## src/rtl/prbs_burst_arb_if.sv

```systemverilog
// rtl/prbs_burst_arb_if.sv - request/burst bus between the PRBS arbiter and its two requesters
interface prbs_burst_arb_if #(
    parameter int LEN_W = 8
) ();
    logic [1:0]       req;
    logic [LEN_W-1:0] len0;
    logic [LEN_W-1:0] len1;
    logic             seed_ld;
    logic [3:0]       seed;
    logic [1:0]       gnt;
    logic             y;
    logic             y_vld;
    logic [1:0]       done;
    logic             busy;

    modport master (
        output req, len0, len1, seed_ld, seed,
        input  gnt, y, y_vld, done, busy
    );

    modport slave (
        input  req, len0, len1, seed_ld, seed,
        output gnt, y, y_vld, done, busy
    );
endinterface

```

## src/rtl/prbs_burst_arb.sv

```systemverilog
// rtl/prbs_burst_arb.sv - round-robin arbiter streaming bursts of one shared 4-bit PRBS to two requesters
module prbs_burst_arb #(
    parameter logic [3:0] SEED  = 4'b1111,
    parameter int         LEN_W = 8
) (
    input  logic          clk,
    input  logic          res,
    prbs_burst_arb_if.slave bus
);
    typedef enum logic [1:0] {IDLE, RUN, DONE} state_t;

    state_t           state, state_n;
    logic [3:0]       d, d_n;
    logic [LEN_W-1:0] cnt, cnt_n;
    logic             w, w_n;
    logic             ptr, ptr_n;
    logic [1:0]       gnt_q, gnt_n;
    logic             win;
    logic [LEN_W-1:0] lenw;

    always_ff @(posedge clk) begin
        if (res) begin
            state <= IDLE;
            d     <= SEED;
            cnt   <= '0;
            w     <= 1'b0;
            ptr   <= 1'b0;
            gnt_q <= 2'b00;
        end else begin
            state <= state_n;
            d     <= d_n;
            cnt   <= cnt_n;
            w     <= w_n;
            ptr   <= ptr_n;
            gnt_q <= gnt_n;
        end
    end

    // Contention goes to ptr; a lone requester wins outright.
    always_comb begin
        win  = (bus.req == 2'b11) ? ptr : bus.req[1];
        lenw = win ? bus.len1 : bus.len0;
    end

    always_comb begin
        state_n = state;
        d_n     = d;
        cnt_n   = cnt;
        w_n     = w;
        ptr_n   = ptr;
        gnt_n   = gnt_q;
        case (state)
            IDLE: begin
                if (bus.seed_ld) begin
                    d_n = (bus.seed == 4'b0000) ? SEED : bus.seed;
                end
                if (bus.req != 2'b00) begin
                    w_n = win;
                    if (lenw == '0) begin
                        state_n = DONE;
                    end else begin
                        state_n = RUN;
                        gnt_n   = win ? 2'b10 : 2'b01;
                        cnt_n   = lenw;
                    end
                end
            end
            RUN: begin
                d_n   = {d[3] ^ d[0], d[3:1]};
                cnt_n = cnt - LEN_W'(1);
                // A dropped request ends the burst early; it outranks normal completion.
                if (!bus.req[w]) begin
                    state_n = IDLE;
                    gnt_n   = 2'b00;
                    ptr_n   = ~w;
                end else if (cnt == LEN_W'(1)) begin
                    state_n = DONE;
                    gnt_n   = 2'b00;
                end
            end
            DONE: begin
                ptr_n   = ~w;
                state_n = IDLE;
            end
            default: begin
                state_n = IDLE;
                gnt_n   = 2'b00;
            end
        endcase
    end

    always_comb begin
        bus.gnt   = gnt_q;
        bus.y_vld = (state == RUN);
        bus.y     = (state == RUN) & d[0];
        bus.done  = (state == DONE) ? (w ? 2'b10 : 2'b01) : 2'b00;
        bus.busy  = (state != IDLE);
    end
endmodule

```

## src/flat_wrapper.sv

```systemverilog
// flat-port wrapper written by rule: the top's interface ports become plain ports
module prbs_burst_arb_flat 
#(
    parameter logic [3:0] SEED  = 4'b1111,
    parameter int         LEN_W = 8
)
  (clk, res, bus_req, bus_len0, bus_len1, bus_seed_ld, bus_seed, bus_gnt, bus_y, bus_y_vld, bus_done, bus_busy);
  prbs_burst_arb_if #(.LEN_W(LEN_W)) bus_i ();
  input  logic clk;
  input  logic res;
  input wire logic [$bits(bus_i.req)-1:0] bus_req;
  input wire logic [$bits(bus_i.len0)-1:0] bus_len0;
  input wire logic [$bits(bus_i.len1)-1:0] bus_len1;
  input wire logic [$bits(bus_i.seed_ld)-1:0] bus_seed_ld;
  input wire logic [$bits(bus_i.seed)-1:0] bus_seed;
  output wire logic [$bits(bus_i.gnt)-1:0] bus_gnt;
  output wire logic [$bits(bus_i.y)-1:0] bus_y;
  output wire logic [$bits(bus_i.y_vld)-1:0] bus_y_vld;
  output wire logic [$bits(bus_i.done)-1:0] bus_done;
  output wire logic [$bits(bus_i.busy)-1:0] bus_busy;
  assign bus_i.req = bus_req;
  assign bus_i.len0 = bus_len0;
  assign bus_i.len1 = bus_len1;
  assign bus_i.seed_ld = bus_seed_ld;
  assign bus_i.seed = bus_seed;
  assign bus_gnt = bus_i.gnt;
  assign bus_y = bus_i.y;
  assign bus_y_vld = bus_i.y_vld;
  assign bus_done = bus_i.done;
  assign bus_busy = bus_i.busy;
  prbs_burst_arb #(.SEED(SEED), .LEN_W(LEN_W)) u_core (.clk(clk), .res(res), .bus(bus_i));
endmodule
```

## config.mk

```make
export PLATFORM = sky130hd
export DESIGN_NAME = prbs_burst_arb_flat
export DESIGN_NICKNAME = d
export VERILOG_FILES = /design/src/rtl/prbs_burst_arb_if.sv /design/src/rtl/prbs_burst_arb.sv /design/src/flat_wrapper.sv
export SDC_FILE = /design/constraint.sdc
export NUM_CORES = 1
export LEC_CHECK = 0
export ABC_AREA = 1
export BUFFER_PORTS_ARGS = -buffer_cell sky130_fd_sc_hd__buf_4
export CORE_MARGIN = 2
export CORE_UTILIZATION = 30
export CTS_CLUSTER_DIAMETER = 80
export DETAILED_ROUTE_END_ITERATION = 8
export PLACE_DENSITY_LB_ADDON = 0.3
export REMOVE_ABC_BUFFERS = 1
export SETUP_SLACK_MARGIN = 0.1
export SYNTH_ARGS = -nofsm -noshare
export SYNTH_HDL_FRONTEND = slang
export SYNTH_SLANG_ARGS = --single-unit
```

## constraint.sdc

```tcl
create_clock -name clk -period 4.4 [get_ports clk]
set_clock_uncertainty 0.1 [all_clocks]
set_input_delay 0.66 -clock clk [delete_from_list [all_inputs] [get_ports clk]]
set_output_delay 0.66 -clock clk [all_outputs]
set_load 0.1 [all_outputs]
```

### Yosys cells after proc, flatten, opt, wreduce, memory -nomap -nowiden

Cells that the tools add are included.

| word-level totals | value |
|---|---|
| flip-flop bits (word level) | 18 |
| input bits | 25 |
| output and inout bits | 7 |
| word-level logic and storage cells | 59 |

| operators by class | value |
|---|---|
| equality and inequality tests | 9 |
| reductions and logical operators | 13 |
| $lt $le $gt $ge | 1 |
| muxes and demuxes | 25 |
| add/subtract/negate cells | 1 |
| bitwise logic cells | 4 |

Operator list:

| kind | number |
|---|---|
| $mux 8 | 3 |
| $mux 2 | 11 |
| $pmux 8 s2 | 1 |
| $eq 8x1->1 const B | 1 |
| $logic_not 8->1 | 1 |
| $mux 4 | 2 |
| $pmux 4 s2 | 1 |
| $reduce_and 2->1 | 4 |
| $reduce_bool 2->1 | 4 |
| $sub 8x1->8 const B | 1 |
| $ne 2x2->1 const B | 3 |
| $pmux 2 s3 | 1 |
| $eq 2x2->1 const B | 2 |
| $logic_not 4->1 | 1 |
| $mux 1 | 4 |
| $pmux 2 s2 | 1 |
| $reduce_and 4->1 | 1 |
| $ne 3x3->1 const B | 1 |
| $reduce_and 3->1 | 1 |
| $eq 2x1->1 const B | 1 |
| $logic_not 2->1 | 1 |
| $lt 1x2->1 const B | 1 |
| $ne 2x1->1 const B | 1 |
| $not 1->1 | 2 |
| 3 further kinds | 3 |

### Logic depth before layout (Yosys ltp)

Gate-level depths: netlist of run 1.

| logic depth | value |
|---|---|
| word-level depth | 7 |
| mapped depth | 12 |

### Worst setup path before layout of run 1

Ideal clock, no wire load.

| path | value |
|---|---|
| path kind | register -> output |
| from | register u_core.state[1] |
| to | output port bus_done[0] |
| stages on the path, launching flop included | 5 |
| slack | 1830 ps |
| path buffers | 0 |
| required time | 3640 ps |
| arrival time | 1810 ps |
| cell sequence | dfxtp_1 > inv_1 > nor2_1 > inv_1 > nor2_1 |

| on the way | value |
|---|---|
| word-level cells in the longest chain between the ends | 2 |

RTL lines:

| item | RTL line | RTL |
|---|---|---|
| start, declared | prbs_burst_arb.sv:12 | `state_t state, state_n;` |
| start signal, assigned | prbs_burst_arb.sv:30 | `state <= state_n;` |
| $eq 2x2->1 | prbs_burst_arb.sv:96 | `bus.done = (state == DONE) ? (w ? 2'b10 : 2'b01) : 2'b00;` |
| $mux 2 | prbs_burst_arb.sv:96 |  |
| end, declared | flat_wrapper.sv:19 | `output wire logic [$bits(bus_i.done)-1:0] bus_done;` |

No other way between the ends.

### Worst setup path after layout of run 1

| path | value |
|---|---|
| from | register u_core.state[0] |
| to | output port bus_y_vld |

| on the way | value |
|---|---|
| word-level cells in the longest chain between the ends | 1 |

RTL lines:

| item | RTL line | RTL |
|---|---|---|
| $eq 2x1->1 | prbs_burst_arb.sv:94 | `bus.y_vld = (state == RUN);` |
| end, declared | flat_wrapper.sv:18 | `output wire logic [$bits(bus_i.y_vld)-1:0] bus_y_vld;` |

No other way between the ends.

==> metrics, run 1 <==
outcome finished, final reports clean; Final Max Slew Viols 0; Total Power 0.601 mW; initial antenna violation count 0; starting DRC count in detailed routing 76; GPL Wtd Cong 0.769; total gr overflow 0; RSZ-0062 raised after global routing false; synth cell count leaders nand2_1 (54), nor2_1 (33), inv_1 (31); DRC viols 0; Post-synth EDFFs 0; Final Hold Fails 0; main area contributors after synthesis dfxtp_1 (27%), nand2_1 (15%), nor2_1 (9.4%); fin area 0.00163 mm²; final wirelength 3130 µm; Clock Power Share 22.4%; TritonRoute pass-1 iters 4; crit start category flop; Switch Pwr 0.250 mW; CTS root buffer clkbuf_8; Core ar. 0.00429 mm²; Clock Tree Buf Depth 2; slowest CP cell inv_1; Worst-Margin Slew 926 ps; Yosys top cell area share 27.2%; WP data arrival 1730 ps; Rows 24; min Tclk post-route 2490 ps; Vias/cell 4.68; post-CTS sizing 0; Hold-fix buffers, CTS 0; Final ANT Viol Nets 0; drt wl/cell 10.5 µm; Port Buf Inserts 31; clock-pin slew on the worst setup and hold paths 70 ps; cell-internal power 0.351 mW; Top Ports 32; CP max stage delay 480 ps; Slew HR 38.0%; Die Ht 70.4 µm; largest net degree at the start of global routing 21; Worst VDD drop 223 µV; crit-path cells nand2_1 -> inv_1 -> buf_4; Net Sw Frac 41.6%; top-count cell post-synth nand2_1; post-CTS setup buffers 0; Leak 0.844 nW; nets@finish 274; Final Hold Slack 369 ps; via count 1394; vias in the first global route 1193; sequential area share after synthesis 27.2%; max cap viols 0; most used flip-flop cell after synthesis dfxtp_1; Async SR Flop Fraction 0%; H-tree Lvls 1; CTS tree done; first-pass GRT wire length 5370 µm; Final Instance Count excl. Fillers 298; setup TNS 0 ps; fin util 38.0%; clk_lat worst skew 250 ps; Cells after Synth 217; Syn-to-layout area delta 23.3%; Area after DPL 0.00158 mm²; post-DP HPWL 2480 µm; worst min path class reg2reg; final critical-path share of the clock period 56.5%; Largest delay share family, worst path buffers and inverters; synthesized area per cell 6.10 µm²; Setup WS pre-CTS 2060 ps; Synth warnings 0; power per cell area 368 mW/mm²; Initial Util 30.8%; fill count 482; Yosys reg bits 18; Synth Cell Area 0.00132 mm²; CTS sink count 18; fmax 0.402 GHz; ratio of cells with drive above 1 in the final layout 17.9%; combinational share of power 43.5%; Critical Path RT 3640 ps; gr usage total 13.1%; worst path bufs/invs 2; TritonCTS buffer count 3; critical path capture point type primary output; crit-path max FO 20; Antenna diodes 0; final setup margin 1910 ps; leading area contributor after synthesis dfxtp_1; Crit Path Category reg2out; # placed instances 294; die width 70.4 µm; die footprint 0.00496 mm²; synth unique cells 24; sequential share of power 34.1%; setup violators final 0
## per-layer routing
layer  track usage [%]  wire length (µm)
met5                 0                 0
met4              3.21                14
met3              1.88               103
met2              21.7              1480
met1              17.8              1520
## cell usage in the layout (no fill, tap or decap), drive strengths merged
cell    synthesis  layout
o221ai          1       1
o21a            1       1
buf             6      31
inv            31      31
o21ai          21      21
nand3b          9       9
nand3          13      13
o211ai          1       1
or2             1       1
ha              2       2
nand2          56      56
nor2           35      35
clkbuf          0       4
a21oi          13      13
nor4            2       2
nor3            3       3
a31oi           3       3
dfxtp          18      18
xor2            1       1
## final cells by class
| class | count | area, µm² | share of cell area, % |
|---|---|---|---|
| inverters | 31 | 116 | 7.13 |
| multi-input cells | 162 | 802 | 49.2 |
| well taps | 52 | 65.1 | 3.99 |
| clock buffers | 4 | 55.1 | 3.37 |
| repair buffers | 31 | 233 | 14.3 |
| flip-flops and latches | 18 | 360 | 22.1 |
## worst paths after layout
path              slack [ps]  depth (start not counted)                 to            start
setup / recovery        1910                          3          bus_y_vld  u_core.state[0]
hold reg to reg          370                          2        u_core.d[3]      u_core.d[3]
hold / removal           370                          2        u_core.d[3]      u_core.d[3]
setup reg to reg        2490                         10  u_core.bus.gnt[1]  u_core.state[1]
## power by group through the flow
| stage | clock (mW) | combinational [mW] | sequential [mW] |
|---|---|---|---|
| floorplan | 0 | 0.178 | 0.226 |
| global placement | 0 | 0.262 | 0.209 |
| detailed placement | 0 | 0.262 | 0.208 |
| CTS | 0.140 | 0.263 | 0.205 |
| global route | 0.146 | 0.292 | 0.208 |
| finish | 0.135 | 0.261 | 0.205 |
## flip-flops by register name (all words and copies together), names as in the netlist
signal          count
u_core.bus.gnt      2
u_core.cnt          8
u_core.d            4
u_core.ptr          1
u_core.state        2
u_core.w            1
## tightest hold or removal path: stages (launching register included)
cell and delay (ps):
dfxtp_1 330, a21oi_1 60, nand2_1 50
## kinds of logic after synthesis
| group | synth area share [%] |
|---|---|
| buffers and inverters | 12.2 |
| xor gates and xnor gates | 0.662 |
| DFF | 27.2 |
| and+or+nand+nor | 42.0 |
| AOI/OAI and AO/OA | 16.1 |
| adders and majority gates | 1.89 |
Power figures use the tool's default switching activity.
==> run 2: changes to the inputs <==
clock period = 2.2 ns   (was 4.4 ns; I/O delays follow)
==> metrics, run 2 (synthesis results as in run 1) <==
die footprint 0.00496 mm² (unchanged); Final Hold Fails 0 (unchanged); largest net degree at the start of global routing 16 (-24%); first-pass GRT wire length 5780 µm (+7.7%); CTS root buffer clkbuf_8; total gr overflow 0 (unchanged); Setup WS pre-CTS 281 ps (-1770 ps); Final ANT Viol Nets 0 (unchanged); Largest delay share family, worst path buffers and inverters; Initial Util 30.8% (unchanged); RSZ-0062 raised after global routing false; DRC viols 0 (unchanged); worst path bufs/invs 3 (+1); Syn-to-layout area delta 26.2%; Final Max Slew Viols 0 (unchanged); critical path capture point type primary output; CP max stage delay 370 ps (-110 ps); Area after DPL 0.00158 mm² (+0.48%); Critical Path RT 1770 ps (-1870 ps); TritonCTS buffer count 3 (unchanged); top flop regs u_core.cnt: 8 flops, u_core.d: 4 flops; initial antenna violation count 0 (unchanged); fmax 0.520 GHz; commonest cells after routing, fill and taps aside nand2_1 (54), buf_4 (35), nor2_1 (33), inv_1 (30), o21ai_0 (21); Worst VDD drop 361 µV (+62%); setup violators final 0 (unchanged); worst-case reg-to-reg path depth 10 (unchanged); Leak 0.857 nW (+1.5%); min Tclk post-route 1920 ps; Hold-fix buffers, CTS 0 (unchanged); Final Hold Slack 167 ps (-202 ps); via count 1419 (+1.8%); fin area 0.00167 mm² (+2.4%); final setup margin 277 ps (-1640 ps); outcome finished, final reports clean; Top Ports 32 (unchanged); Rows 24 (unchanged); worst min path class in2reg; Clock Tree Buf Depth 2 (unchanged); setup TNS 0 ps (unchanged); Worst-Margin Slew 493 ps (-434 ps); gr usage total 14.2% (+1.0 points); clk_lat worst skew 250 ps (about the same); Biggest register u_core.cnt; die width 70.4 µm (unchanged); Slew HR 66.8% (+29 points); clock-pin slew on the worst setup and hold paths 70 ps (about the same); Port Buf Inserts 31 (unchanged); most common cell after layout, fill and taps aside nand2_1; drt wl/cell 10.8 µm (+3.2%); max reg flops 8 (unchanged); Vias/cell 4.68 (+0.11%); max cap viols 0 (unchanged); power per cell area 734 mW/mm² (+99%); CTS sink count 18 (unchanged); vias in the first global route 1282 (+7.5%); Die Ht 70.4 µm (unchanged); Core ar. 0.00429 mm² (unchanged); GPL Wtd Cong 0.799 (+3.9%); TritonRoute pass-1 iters 5 (+1); fin util 38.9% (+0.90 points); post-DP HPWL 2530 µm (+1.8%); Antenna diodes 0 (unchanged); slowest CP cell dfxtp_1; CP Depth 4 (+1); crit-path max FO 8 (-60%); H-tree Lvls 1 (unchanged); crit-path cells inv_1 -> nand2_1 -> clkinvlp_4 -> buf_4; Worst Hold Depth 2 (unchanged); nets@finish 279 (+1.8%); ratio of cells with drive above 1 in the final layout 19.9% (+2.0 points); Crit Path Category reg2out; starting DRC count in detailed routing 68 (-11%); crit start category flop; CTS tree done; final critical-path share of the clock period 87.4%; final wirelength 3280 µm (+5.0%); WP data arrival 1490 ps (-240 ps)
==> run 2: cell count changes in the layout (fill, tap and decap cells not counted) <==
cell	before	now
buf_4	31	35
inv_1	31	30
clkinvlp_4	0	1
clkinvlp_2	0	1
==> run 2: repair_timing <==
item / 4_1_cts / 5_1_grt
pin swaps: 0 / 0
cloned: 1 / 0
gates resized for setup: 1 / 0
endpoints found under the setup margin: 1 / 3
setup buffers: 0 / 3
==> run 2: stage by stage <==
stage          std cells  power (mW)
2_1_floorplan        211       0.808
3_3_place_gp         295       0.945
3_5_place_dp         295       0.944
4_1_cts              300        1.23
5_1_grt              303        1.33
6_report             303        1.23
==> run 2: final cells by class <==
class | instances | area [µm²]
Fill cell | 496 | 2620
Clock buffer | 4 | 55.1
Timing Repair inverter | 1 | 5.00
Inverter | 31 | 120
Tap cell | 52 | 65.1
Sequential cell | 18 | 360
Timing Repair Buffer | 35 | 263
Multi-Input combinational cell | 162 | 802
==> run 2: power by group <==
| group | internal, mW | total [mW] | switching [mW] |
|---|---|---|---|
| clock | 0.159 | 0.276 | 0.117 |
| sequential | 0.375 | 0.410 | 0.0351 |
| combinational | 0.181 | 0.541 | 0.360 |
==> run 2: worst paths after layout <==
path | startpoint | to | slack (ps)
hold / removal | res | u_core.state[0] | 170
setup reg to reg | u_core.state[1] | u_core.bus.gnt[1] | 330
hold reg to reg | u_core.d[3] | u_core.d[3] | 370
setup / recovery | u_core.state[1] | bus_y_vld | 280
==> run 2: worst register-to-register path: stages, from the launching register on <==
cell and delay, ps:
dfxtp_1 370, inv_1 80, nand2_1 270, clkinvlp_4 240, nand3_1 170, nand2_1 60
nor2_1 180, nand2_1 120, nand2_1 70, nand2_1 40, nor2_1 100
==> run 2: per-layer routing <==
layer  global-route usage [%]  routed length (µm)
met5                        0                   0
met4                     1.28                   8
met3                     3.46                 140
met1                     19.1                1590
met2                     23.7                1540
==> run 3: changes to the inputs <==
--- a/config.mk
+++ b/config.mk
@@ -8,2 +8,3 @@
 export ABC_AREA = 1
+export ABC_CLOCK_PERIOD_IN_PS = 2200
 export BUFFER_PORTS_ARGS = -buffer_cell sky130_fd_sc_hd__buf_4
@@ -12,2 +13,3 @@
 export CTS_CLUSTER_DIAMETER = 80
+export CTS_CLUSTER_SIZE = 24
 export DETAILED_ROUTE_END_ITERATION = 8
==> constraint.sdc (replaced) <==
create_clock -name clk -period 2.2 [get_ports clk]
set_clock_uncertainty 0.1 [all_clocks]
set_input_delay 0.11 -clock clk [delete_from_list [all_inputs] [get_ports clk]]
set_output_delay 0.11 -clock clk [all_outputs]
set_load 0.1 [all_outputs]
==> metrics, run 3 (synthesis results as in run 1) <==
outcome finished, final reports clean; most common cell after layout, fill and taps aside nand2_1; met1 usage 17.0% (-2.1 points); crit start category flop; Die Ht 70.4 µm (unchanged); Total Power 1.23 mW (+0.48%); power per cell area 737 mW/mm² (+0.33%); critical path capture point type flop; Top Ports 32 (unchanged); GR peak layer met2; worst min path class in2reg; DRC viols 0 (unchanged); Leak 0.856 nW (-0.11%); Clock Tree Buf Depth 2 (unchanged); Final Hold Slack 30.7 ps (-137 ps); clock-pin slew on the worst setup and hold paths 70 ps (about the same); initial antenna violation count 0 (unchanged); Initial Util 30.8% (unchanged); Critical Path RT 2300 ps (+530 ps); final wirelength 3280 µm (about the same); first-pass GRT wire length 5520 µm (-4.5%); die width 70.4 µm (unchanged); CTS sink count 18 (unchanged); Biggest register u_core.cnt; largest net degree at the start of global routing 21 (+5); TritonCTS buffer count 3 (unchanged); fin util 39.0% (+0.058 points); Rows 24 (unchanged); drt wl/cell 10.8 µm (about the same); top flop regs u_core.cnt: 8 flops, u_core.d: 4 flops; post-DP HPWL 2480 µm (-2.0%); WP data arrival 1970 ps (+480 ps); Reg area 360 µm² (unchanged); Vias/cell 4.72 (+0.85%); min Tclk post-route 1870 ps (-54.6 ps); setup violators final 0 (unchanged); die footprint 0.00496 mm² (unchanged); clk_lat worst skew 260 ps (about the same); max cap viols 0 (unchanged); starting DRC count in detailed routing 55 (-19%); max reg flops 8 (unchanged); TritonRoute pass-1 iters 5 (unchanged); GPL Wtd Cong 0.821 (+2.8%); commonest cells after routing, fill and taps aside nand2_1 (54), buf_4 (34), nor2_1 (33), inv_1 (30), o21ai_0 (21); final setup margin 331 ps (+54.6 ps); CTS root buffer clkbuf_8; Worst VDD drop 535 µV (+48%); Core ar. 0.00429 mm² (unchanged); H-tree Lvls 1 (unchanged); CTS tree done; final critical-path share of the clock period 84.9% (-2.5 points); Final ANT Viol Nets 0 (unchanged); Final Hold Fails 0 (unchanged); Setup WS pre-CTS 289 ps (+8.11 ps); Multi-input gate area 802 µm² (unchanged); Crit Path Category reg2reg; Antenna diodes 0 (unchanged); Port Buf Inserts 31 (unchanged); via count 1431 (+0.85%); Global Route met3 Usage 3.46% (unchanged); gr usage total 13.5% (-0.67 points); Slew HR 63.4% (-3.4 points); total gr overflow 0 (unchanged); nets@finish 279 (unchanged); vias in the first global route 1316 (+2.7%); GR Layer Usage met2 22.6% (-1.0 points); RSZ-0062 raised after global routing false; ratio of cells with drive above 1 in the final layout 19.5% (-0.40 points); Worst-Margin Slew 546 ps (+53.9 ps); crit-path max FO 10 (+2); fmax 0.535 GHz (+2.9%); fill count 464 (-6.5%); Final Max Slew Viols 0 (unchanged); Syn-to-layout area delta 26.4%
run 3: cell count changes in the layout (fill, tap and decap cells not counted), sizes merged:
cell	before	now
buf	35	34
dlygate4sd3	0	1
run 3: per-layer routing:
metal / vias to the layer above / wire length [µm]
met5: - / 0
met4: 0 / 22
met3: 4 / 160
met2: 26 / 1500
met1: 642 / 1600
li1: 759 / -
run 3: final cells by class:
cell class	count	share of cell area (%)
multi-input combinational	162	47.9
sequential	18	21.5
timing repair buffer	35	15.9
timing repair inverter	1	0.299
clock buffer	4	3.29
inverter	31	7.18
tap	52	3.89
run 3: worst paths after layout:
check                  startpoint       endpoint  slack [ps]  depth (start not counted)
setup reg to reg  u_core.state[1]  u_core.cnt[0]         330                          7
setup / recovery  u_core.state[1]  u_core.cnt[0]         330                          7
hold / removal        bus_seed[1]    u_core.d[1]          30                          3
hold reg to reg       u_core.d[1]    u_core.d[1]         370                          2
run 3: critical path, cell delays in order, from the launching register on:
cell	delay [ps]
dfxtp_1	380
inv_1	80
nand2_1	270
clkinvlp_2	450
o21ai_0	260
nand3b_1	130
nand2_1	50
nor2_1	100
run 3: repair_timing:
item / in CTS / in global routing
resized for setup: 0 / 1
buffers inserted: 0 / 2
endpoints found under the setup margin: 0 / 1
hold endpoints to repair: 3 / 0
hold buffers: 1 / 0
run 3: through the flow:
step | std cells | setup TNS [ps] | cell area, µm²
after floorplan | 211 | -234 | 1280
after global placement | 295 | 0 | 1580
after detailed placement | 295 | 0 | 1580
after CTS | 300 | 0 | 1650
after global routing | 303 | 0 | 1670
final | 303 | 0 | 1670
run 3: power breakdown:
part / internal, mW / total [mW] / switching (mW)
sequential: 0.375 / 0.410 / 0.0351
clock: 0.159 / 0.283 / 0.123
combinational: 0.179 / 0.540 / 0.360
